File: config.mk
export PLATFORM = sky130hd
export DESIGN_NAME = mem_arbiter
export DESIGN_NICKNAME = d
export VERILOG_FILES = /design/src/rtl/mem_arb_pkg.sv /design/src/rtl/arb_prio.sv /design/src/rtl/mem_arbiter.sv
export SDC_FILE = /design/constraint.sdc
export NUM_CORES = 1
export LEC_CHECK = 0
export CORE_AREA = 3 3 108 110
export CTS_CLUSTER_DIAMETER = 150
export CTS_CLUSTER_SIZE = 10
export DETAILED_ROUTE_END_ITERATION = 16
export DIE_AREA = 0 0 111 113
export GPL_TIMING_DRIVEN = 0
export PLACE_DENSITY_LB_ADDON = 0.15
export SLEW_MARGIN = 30
export SYNTH_ARGS = -nofsm -noshare
export SYNTH_HDL_FRONTEND = slang
export SYNTH_SLANG_ARGS = --single-unit
File: constraint.sdc
create_clock -name clk_i -period 2.2 [get_ports clk_i]
set_input_delay 0.33 -clock clk_i [delete_from_list [all_inputs] [get_ports clk_i]]
set_output_delay 0.33 -clock clk_i [all_outputs]
set_load 0.01 [all_outputs]
File: src/rtl/mem_arb_pkg.sv
// Shared types and widths for the instruction/data memory arbiter.
package mem_arb_pkg;

    localparam int ADDR_W   = 32;
    localparam int DATA_W   = 32;
    localparam int STARVE_W = 4;
    localparam int STALL_W  = 16;

    // Which port owns the read data returning from memory this cycle.
    typedef enum logic [1:0] {
        OWN_NONE = 2'd0,
        OWN_IM   = 2'd1,
        OWN_DM   = 2'd2
    } owner_e;

endpackage

File: src/rtl/arb_prio.sv
// Fixed data-priority arbitration with an instruction anti-starvation override.
import mem_arb_pkg::*;

module arb_prio #(
    parameter int STARVE_MAX = 4
) (
    input  logic                im_req,
    input  logic                dm_req,
    input  logic [STARVE_W-1:0] starve_cnt,
    output logic                im_gnt,
    output logic                dm_gnt
);

    logic im_forced;

    assign im_forced = (starve_cnt == STARVE_W'(STARVE_MAX));

    // Data wins contention unless instruction has waited STARVE_MAX data grants.
    always_comb begin
        im_gnt = im_req && (!dm_req || im_forced);
        dm_gnt = dm_req && !im_gnt;
    end

endmodule

File: src/rtl/mem_arbiter.sv
// Two-port (instruction fetch / data) arbiter in front of one shared
// single-cycle-latency memory.
//
// Handshake: a request is accepted in the cycle where req and gnt are both
// high; gnt is combinational from req and registered arbitration state, and
// the requester must hold req/address/data stable until it sees gnt. Read
// data returns with a one-cycle rvalid pulse the cycle after the grant; there
// is no backpressure on the response.
import mem_arb_pkg::*;

module mem_arbiter #(
    parameter int STARVE_MAX = 4
) (
    input  logic               clk_i,
    input  logic               rst_n_i,
    input  logic               im_req_i,
    input  logic [ADDR_W-1:0]  im_addr_i,
    output logic               im_gnt_o,
    output logic               im_rvalid_o,
    output logic [DATA_W-1:0]  im_rdata_o,
    input  logic               dm_req_i,
    input  logic               dm_wen_i,
    input  logic [ADDR_W-1:0]  dm_addr_i,
    input  logic [DATA_W-1:0]  dm_wdata_i,
    output logic               dm_gnt_o,
    output logic               dm_rvalid_o,
    output logic [DATA_W-1:0]  dm_rdata_o,
    output logic               mem_wen_o,
    output logic [ADDR_W-1:0]  mem_addr_o,
    output logic [DATA_W-1:0]  mem_din_o,
    input  logic [DATA_W-1:0]  mem_dout_i,
    output logic [STALL_W-1:0] im_stall_cnt_o
);

    logic                im_req_act;
    logic                dm_req_act;
    logic                im_gnt;
    logic                dm_gnt;
    logic [STARVE_W-1:0] starve_cnt;
    owner_e              owner_q;
    logic [STALL_W-1:0]  stall_cnt;

    // Requests are masked while reset is held so nothing is granted.
    assign im_req_act = im_req_i & rst_n_i;
    assign dm_req_act = dm_req_i & rst_n_i;

    arb_prio #(
        .STARVE_MAX (STARVE_MAX)
    ) u_arb_prio (
        .im_req     (im_req_act),
        .dm_req     (dm_req_act),
        .starve_cnt (starve_cnt),
        .im_gnt     (im_gnt),
        .dm_gnt     (dm_gnt)
    );

    assign im_gnt_o = im_gnt;
    assign dm_gnt_o = dm_gnt;

    // Memory port mux: the granted request drives the memory, idle drives zeros.
    always_comb begin
        mem_wen_o  = 1'b0;
        mem_addr_o = '0;
        mem_din_o  = '0;
        if (im_gnt) begin
            mem_addr_o = im_addr_i;
            mem_din_o  = dm_wdata_i;
        end else if (dm_gnt) begin
            mem_wen_o  = dm_wen_i;
            mem_addr_o = dm_addr_i;
            mem_din_o  = dm_wdata_i;
        end
    end

    // Count consecutive data grants taken while a fetch is waiting.
    always_ff @(posedge clk_i or negedge rst_n_i) begin
        if (!rst_n_i) begin
            starve_cnt <= '0;
        end else if (!im_req_i || im_gnt) begin
            starve_cnt <= '0;
        end else if (dm_gnt) begin
            starve_cnt <= starve_cnt + 1'b1;
        end
    end

    // Remember who gets the read data next cycle; writes return nothing.
    always_ff @(posedge clk_i or negedge rst_n_i) begin
        if (!rst_n_i) begin
            owner_q <= OWN_NONE;
        end else if (im_gnt) begin
            owner_q <= OWN_IM;
        end else if (dm_gnt && !dm_wen_i) begin
            owner_q <= OWN_DM;
        end else begin
            owner_q <= OWN_NONE;
        end
    end

    // Route returning memory data to its owner only; the other port sees zero.
    always_comb begin
        im_rvalid_o = (owner_q == OWN_IM);
        dm_rvalid_o = (owner_q == OWN_DM);
        im_rdata_o  = im_rvalid_o ? mem_dout_i : '0;
        dm_rdata_o  = dm_rvalid_o ? mem_dout_i : '0;
    end

    // Saturating count of cycles a fetch request sat ungranted.
    always_ff @(posedge clk_i or negedge rst_n_i) begin
        if (!rst_n_i) begin
            stall_cnt <= '0;
        end else if (im_req_i && !im_gnt && (stall_cnt != {STALL_W{1'b1}})) begin
            stall_cnt <= stall_cnt + 1'b1;
        end
    end

    assign im_stall_cnt_o = stall_cnt;

endmodule
==> results of run 1 <==
==> sequential cells by signal (all words and copies together) (netlist names) <==
name            flops
im_stall_cnt_o     16
starve_cnt          4
owner_q             2
==> synth_stat cells (2+ instances only) <==
| cell type | count | area, um^2 |
|---|---|---|
| nor2b_1 | 4 | 25.0 |
| nor4_2 | 2 | 25.0 |
| a22o_1 | 32 | 280 |
| clkbuf_1 | 9 | 33.8 |
| inv_1 | 6 | 22.5 |
| ha_1 | 3 | 37.5 |
| xnor2_1 | 2 | 17.5 |
| a21oi_2 | 2 | 17.5 |
| xor2_1 | 12 | 105 |
| buf_2 | 7 | 35.0 |
| dfrtp_1 | 22 | 551 |
| nand3_1 | 10 | 50.1 |
| nor3_1 | 3 | 15.0 |
| and3_1 | 2 | 12.5 |
| o21ai_0 | 4 | 20.0 |
| nand2_1 | 9 | 33.8 |
| nand4_1 | 2 | 12.5 |
| and2_1 | 97 | 607 |
| a211oi_1 | 6 | 45.0 |
==> how the worst min path moves through the flow <==
stage | from | end | slack (ns) | cells after the start
6_report | rst_n_i | im_stall_cnt_o[2]$_DFFE_PN0P_ | 0.20 | 2
5_1_grt | rst_n_i | im_stall_cnt_o[2]$_DFFE_PN0P_ | 0.26 | 2
4_1_cts | rst_n_i | starve_cnt[0]$_DFFE_PN0P_ | 0.44 | 3
3_5_place_dp | rst_n_i | im_stall_cnt_o[2]$_DFFE_PN0P_ | 0.39 | 1
3_3_place_gp | im_stall_cnt_o[11]$_DFFE_PN0P_ | im_stall_cnt_o[11]$_DFFE_PN0P_ | 0.50 | 1
2_1_floorplan | rst_n_i | im_stall_cnt_o[0]$_DFFE_PN0P_ | 0.03 | 0
==> layer usage <==
layer | up-vias | routed length [um]
met1 | 1393 | 4500
met5 | - | 0
met3 | 14 | 911
li1 | 1499 | -
met4 | 0 | 274
met2 | 175 | 6140
==> per-stage QoR <==
| step | util | power [W] | cell area, um^2 | instances |
|---|---|---|---|---|
| floorplan | - | 0.000938 | 2210 | 257 |
| global placement | 0.482 | 0.00161 | 5200 | 678 |
| detailed placement | 0.481 | 0.00162 | 5200 | 678 |
| CTS | 0.493 | 0.00201 | 5320 | 693 |
| global route | 0.501 | 0.00214 | 5410 | 698 |
| finish | 0.501 | 0.00201 | 5410 | 698 |
==> worst register-to-register path: cells and delay by family (launching register included) <==
kind	cells	cell delay (ns)
muxes	1	0.34
DFF	1	0.38
adders and majority gates	1	0.19
and+or+nand+nor	3	0.46
buffers and inverters	4	0.52
==> power groups by stage <==
stage	Sequential [W]	Clock [W]	Combinational, W
after floorplan	0.000622	0	0.000316
after global placement	0.000609	0	0.00100
after detailed placement	0.000610	0	0.00101
after CTS	0.000603	0.000394	0.00101
after global routing	0.000619	0.000412	0.00111
final	0.000602	0.000390	0.00102
==> cell type report <==
type	instances	area, um^2	area share
clock buffers	3	41.3	0.00764
flip-flops and latches	22	551	0.102
repair buffers	296	2840	0.525
well taps	140	175	0.0324
plain buffers	18	164	0.0303
multi-input cells	211	1580	0.292
clock inverters	1	30.0	0.00555
inverters	6	25.0	0.00463
diodes	1	2.50	0.000463
==> layout by cell type, fill, tap and decap left out, types with 3 or more instances in the layout <==
cell type,n
buf_6,19
clkbuf_8,3
nor3_1,3
buf_8,3
buf_2,24
clkbuf_2,6
a211oi_1,6
a22o_1,32
buf_4,15
nand2_1,9
inv_1,5
dfrtp_1,22
and2_1,96
xor2_1,12
nand3_1,10
o21ai_0,4
clkdlybuf4s50_1,243
==> kinds of logic after synthesis <==
logic type      Yosys count
simple gates            144
flops                    22
xor+xnor                 14
buf+inv                  24
compound gates           47
mux                       3
fa+ha+maj                 3
==> what timing repair did <==
action / in CTS / in global routing
resized for setup: 177 / 31
buffers inserted: 8 / 3
pin swaps: 8 / 8
cloned: 2 / 1
setup endpoints to repair: 127 / 117
hold buffers: 1 / 0
endpoints found under the hold margin: 22 / 0
==> impl_metrics.ini, run 1 <==
[status]
status = complete, but fails checks
violations = setup timing

[clocking]
clock_sinks = 22
cts_made_buffers = 3
clock-root-buffer = clkbuf_8
cts_tree = yes
max-clock-path-buffers = 2
htreeDepth = 1
clk_pin_slew_ns = 0.09
insertion_delay_ns = 0.27

[logic_synthesis]
synth-main-ff-cell = dfrtp_1
yosys.area_share.simple = 0.430
ys_async_sr_fraction = 1.00
synth_cells = 257
synth_area_um2 = 2210
synth_xor_xnor_area_share = 0.0554
synth_fp_nets = 393
synth_edf_count = 0
synthDistinctLibCells = 42
synth_compound_area_frac = 0.182
synth.avg_cell_area_um2 = 8.61
synth_top_family_by_area = simple AND/OR/NAND/NOR gates
synthAdderAreaFrac = 0.0170
ys_seq_elements = 22
yosysWarnings = 0
muxShareOfSynthArea = 0.0170
yosysSeqAreaShare = 0.249

[worst_hold_path]
hold_class = in -> async

[pwr]
ir_drop_uv = 359
p_int_w = 0.00137
power_frac_seq = 0.299
power_frac_comb = 0.507
switching_share = 0.317
p_sw_w = 0.000639
p_leak_nw = 2.26
pwr-share-clk = 0.194
power.density_nw_per_um2 = 372

[sta]
period_needed_ns = 2.28
rsz0062_at_grt = true
min_period_over_period = 1.04
postLayoutSetupSlackWorst_ns = -0.0803
finalHoldViolations = 0
slew_headroom = 0.649
setup_viol = 30
setup_tns_ns = -1.38
holdWs_ns = 0.201
fmax_mhz = 439
worstMarginPinSlew_ns = 0.526
fin_skew_ns = 0.00509
drv_slew = 0

[worst_setup_path]
cpMaxStageDelayCell = dfrtp_1
cp-endpoint = mem_addr_o[18]
path_buf_inv = 6
crit_chain = inv_1 > ha_2 > nand3b_1 > buf_4 > inv_4 > a21oi_4 > buf_6 > buf_8 > a22o_1 > buf_6
cpMostUsedCell = buf_6
worstSetupPathType = reg -> out
r2r_cells = 9
endpoint_kind = primary output
reg2reg_setup_slack_ns = 0.22
crit_path_start_kind = flop
cp.required_ns = 1.87
r2r_end = im_stall_cnt_o[12]$_DFFE_PN0P_
crit_fanout = 5
critPathTopFamily = buffers and inverters
max_stage_delay_ns = 0.40
reg2reg_from = starve_cnt[0]$_DFFE_PN0P_
cp_data_arrival_time_ns = 1.95
cp.depth = 10
cp-startpoint = starve_cnt[0]$_DFFE_PN0P_

[cells_and_area]
fill_cells = 1073
syn_to_final_growth_pct = 144
drive_gt1_frac = 0.174
final_nets = 694

[floorplan]
core_region_area_um2 = 10800
fp.dieArea_um2 = 12500
die-width_um = 111
die_h_um = 113
num_io_pins = 282
initial_core_util = 0.205
rows = 38

[routing]
num_vias = 3081
vias_per_cell = 4.41
ant_nets = 0
drt_iter0_drc = 139
drc = 0
wl_um = 11800
wire_per_inst_um = 16.9
dr.pass1.iters = 4

[job]
drv_cap = 0

[placed_design]
dp_slack_ns = -0.688
dp_hpwl_um = 9890
gp_congestion = 0.856
port_buffers = 281

[global_route]
grt_pass1_wl_um = 17400
use_met2 = 0.324
grt_pass1_vias = 3081
gr-usage-met3 = 0.0364
gr-total-overflow = 0
use_met1 = 0.198
grt-busiest-layer = met2
antenna_found_initial = 1
grt.total_usage = 0.173
grt_max_degree = 23
No activity file was read; power rests on OpenSTA's default activity.
==> run 2: changes to the inputs <==
--- a/config.mk
+++ b/config.mk
@@ -11,7 +11,7 @@
 export DETAILED_ROUTE_END_ITERATION = 16
 export DIE_AREA = 0 0 111 113
 export GPL_TIMING_DRIVEN = 0
-export PLACE_DENSITY_LB_ADDON = 0.15
+export PLACE_DENSITY = 0.66
 export SLEW_MARGIN = 30
 export SYNTH_ARGS = -nofsm -noshare
 export SYNTH_HDL_FRONTEND = slang
==> constraint.sdc (replaced) <==
create_clock -name clk_i -period 2.2 [get_ports clk_i]
set_input_delay 0.33 -clock clk_i [delete_from_list [all_inputs] [get_ports clk_i]]
set_output_delay 0.33 -clock clk_i [all_outputs]
set_load 0.1 [all_outputs]
==> impl_metrics.ini, run 2 (synthesis results as in run 1) <==
[global_route]
grt_pass1_wl_um = 18300
antenna_found_initial = 2
grt_max_degree = 23
grt_pass1_vias = 3233
gr-total-overflow = 0
grt.total_usage = 0.181

[floorplan]
num_io_pins = 282
rows = 38
die-width_um = 111
core_region_area_um2 = 10800
die_h_um = 113
fp.dieArea_um2 = 12500
initial_core_util = 0.205

[clocking]
clk_pin_slew_ns = 0.09
insertion_delay_ns = 0.27
htreeDepth = 1
max-clock-path-buffers = 2
clock_sinks = 22
cts_tree = yes
clock-root-buffer = clkbuf_8
cts_made_buffers = 3

[sta]
min_period_over_period = 1.04
fmax_mhz = 437
slew_headroom = 0.341
setup_viol = 33
worstMarginPinSlew_ns = 0.987
fin_skew_ns = 0.00379
period_needed_ns = 2.29
finalHoldViolations = 0
rsz0062_at_grt = true
holdWs_ns = 0.198
postLayoutSetupSlackWorst_ns = -0.0865
drv_slew = 0

[routing]
dr.pass1.iters = 4
ant_nets = 0
wire_per_inst_um = 18.2
num_vias = 3059
vias_per_cell = 4.42
wl_um = 12600
drt_iter0_drc = 113
drc = 0

[worst_setup_path]
cp.required_ns = 1.87
crit_fanout = 10
cp_data_arrival_time_ns = 1.96
worstSetupPathType = reg -> out
endpoint_kind = primary output
crit_path_start_kind = flop

[cells_and_area]
fin_cells = 692
diodes = 0
final_nets = 689
fill_cells = 1013
mostFrequentLayoutCell = clkdlybuf4s50_1
syn_to_final_growth_pct = 160
drive_gt1_frac = 0.428
largest_reg_flops = 16
layout_common_cells = 131 x clkdlybuf4s50_1, 79 x and2_1, 78 x buf_4, 35 x buf_12, 20 x dfrtp_1

[pwr]
p_leak_nw = 2.70
power.density_nw_per_um2 = 565
ir_drop_uv = 570

[worst_hold_path]
hold_class = in -> async

[placed_design]
dp_slack_ns = -1.25
dp_cells = 678
dp_hpwl_um = 10200
port_buffers = 281
gp_congestion = 0.796

[status]
status = complete, but fails checks
violations = setup timing

[job]
drv_cap = 0
==> run 2: where the power goes <==
part	leakage (nW)	switching, W	total (W)	internal (W)
Combinational	2.39	0.00162	0.00233	0.000711
Sequential	0.281	0.000116	0.000602	0.000486
Clock	0.0288	0.000149	0.000309	0.000160
==> run 2: layout make-up <==
cell class	instances	area (um^2)	area share
timing repair buffer	292	3030	0.527
multi-input combinational	211	1760	0.306
sequential	22	553	0.0963
tap	140	175	0.0305
buffer	17	155	0.0270
clock buffer	4	55.1	0.00958
inverter	6	22.5	0.00392
==> run 2: what timing repair did <==
item | in CTS | in global routing
endpoints found under the hold margin | 22 | 0
setup buffers | 4 | 5
gates cloned | 0 | 1
gates resized for setup | 844 | 90
pin swaps | 0 | 2
hold buffers | 1 | 0
endpoints found under the setup margin | 140 | 102
==> run 2: per-layer routing <==
metal,track usage,share of wire
met4,0.0369,0.013
met2,0.339,0.55
met5,0,0.0026
met1,0.201,0.35
met3,0.0594,0.086
==> run 2: per-stage QoR <==
stage               total power [W]  TNS [ns]   util  area, um^2
floorplan                   0.00216   -0.0907      -        2350
global placement            0.00284   -163.88  0.495        5340
detailed placement          0.00285    -98.58  0.494        5330
CTS                         0.00317     -1.59  0.497        5370
global route                0.00337     -5.21  0.532        5740
finish                      0.00324     -1.80  0.532        5740
==> run 2: path summary, 6_finish.rpt <==
kind | cells past startpoint | end | start | slack (ns)
max in group asynchronous | 2 | im_stall_cnt_o[1]$_DFFE_PN0P_ | rst_n_i | 1.63
max | 8 | mem_addr_o[6] | starve_cnt[0]$_DFFE_PN0P_ | -0.09
min | 2 | im_stall_cnt_o[7]$_DFFE_PN0P_ | rst_n_i | 0.20
min in group clk_i | 3 | starve_cnt[0]$_DFFE_PN0P_ | rst_n_i | 0.43
max reg2reg | 7 | im_stall_cnt_o[12]$_DFFE_PN0P_ | starve_cnt[0]$_DFFE_PN0P_ | 0.44
min reg2reg | 1 | im_stall_cnt_o[11]$_DFFE_PN0P_ | im_stall_cnt_o[11]$_DFFE_PN0P_ | 0.51
==> run 2: worst max-delay path, cell delays in order (launching register included) <==
cell and delay, ns:
dfrtp_1 0.40, inv_1 0.06, ha_2 0.18, nand3b_1 0.14, nand2_1 0.10, and3_4 0.27, buf_8 0.17, a22o_2 0.18
buf_12 0.17
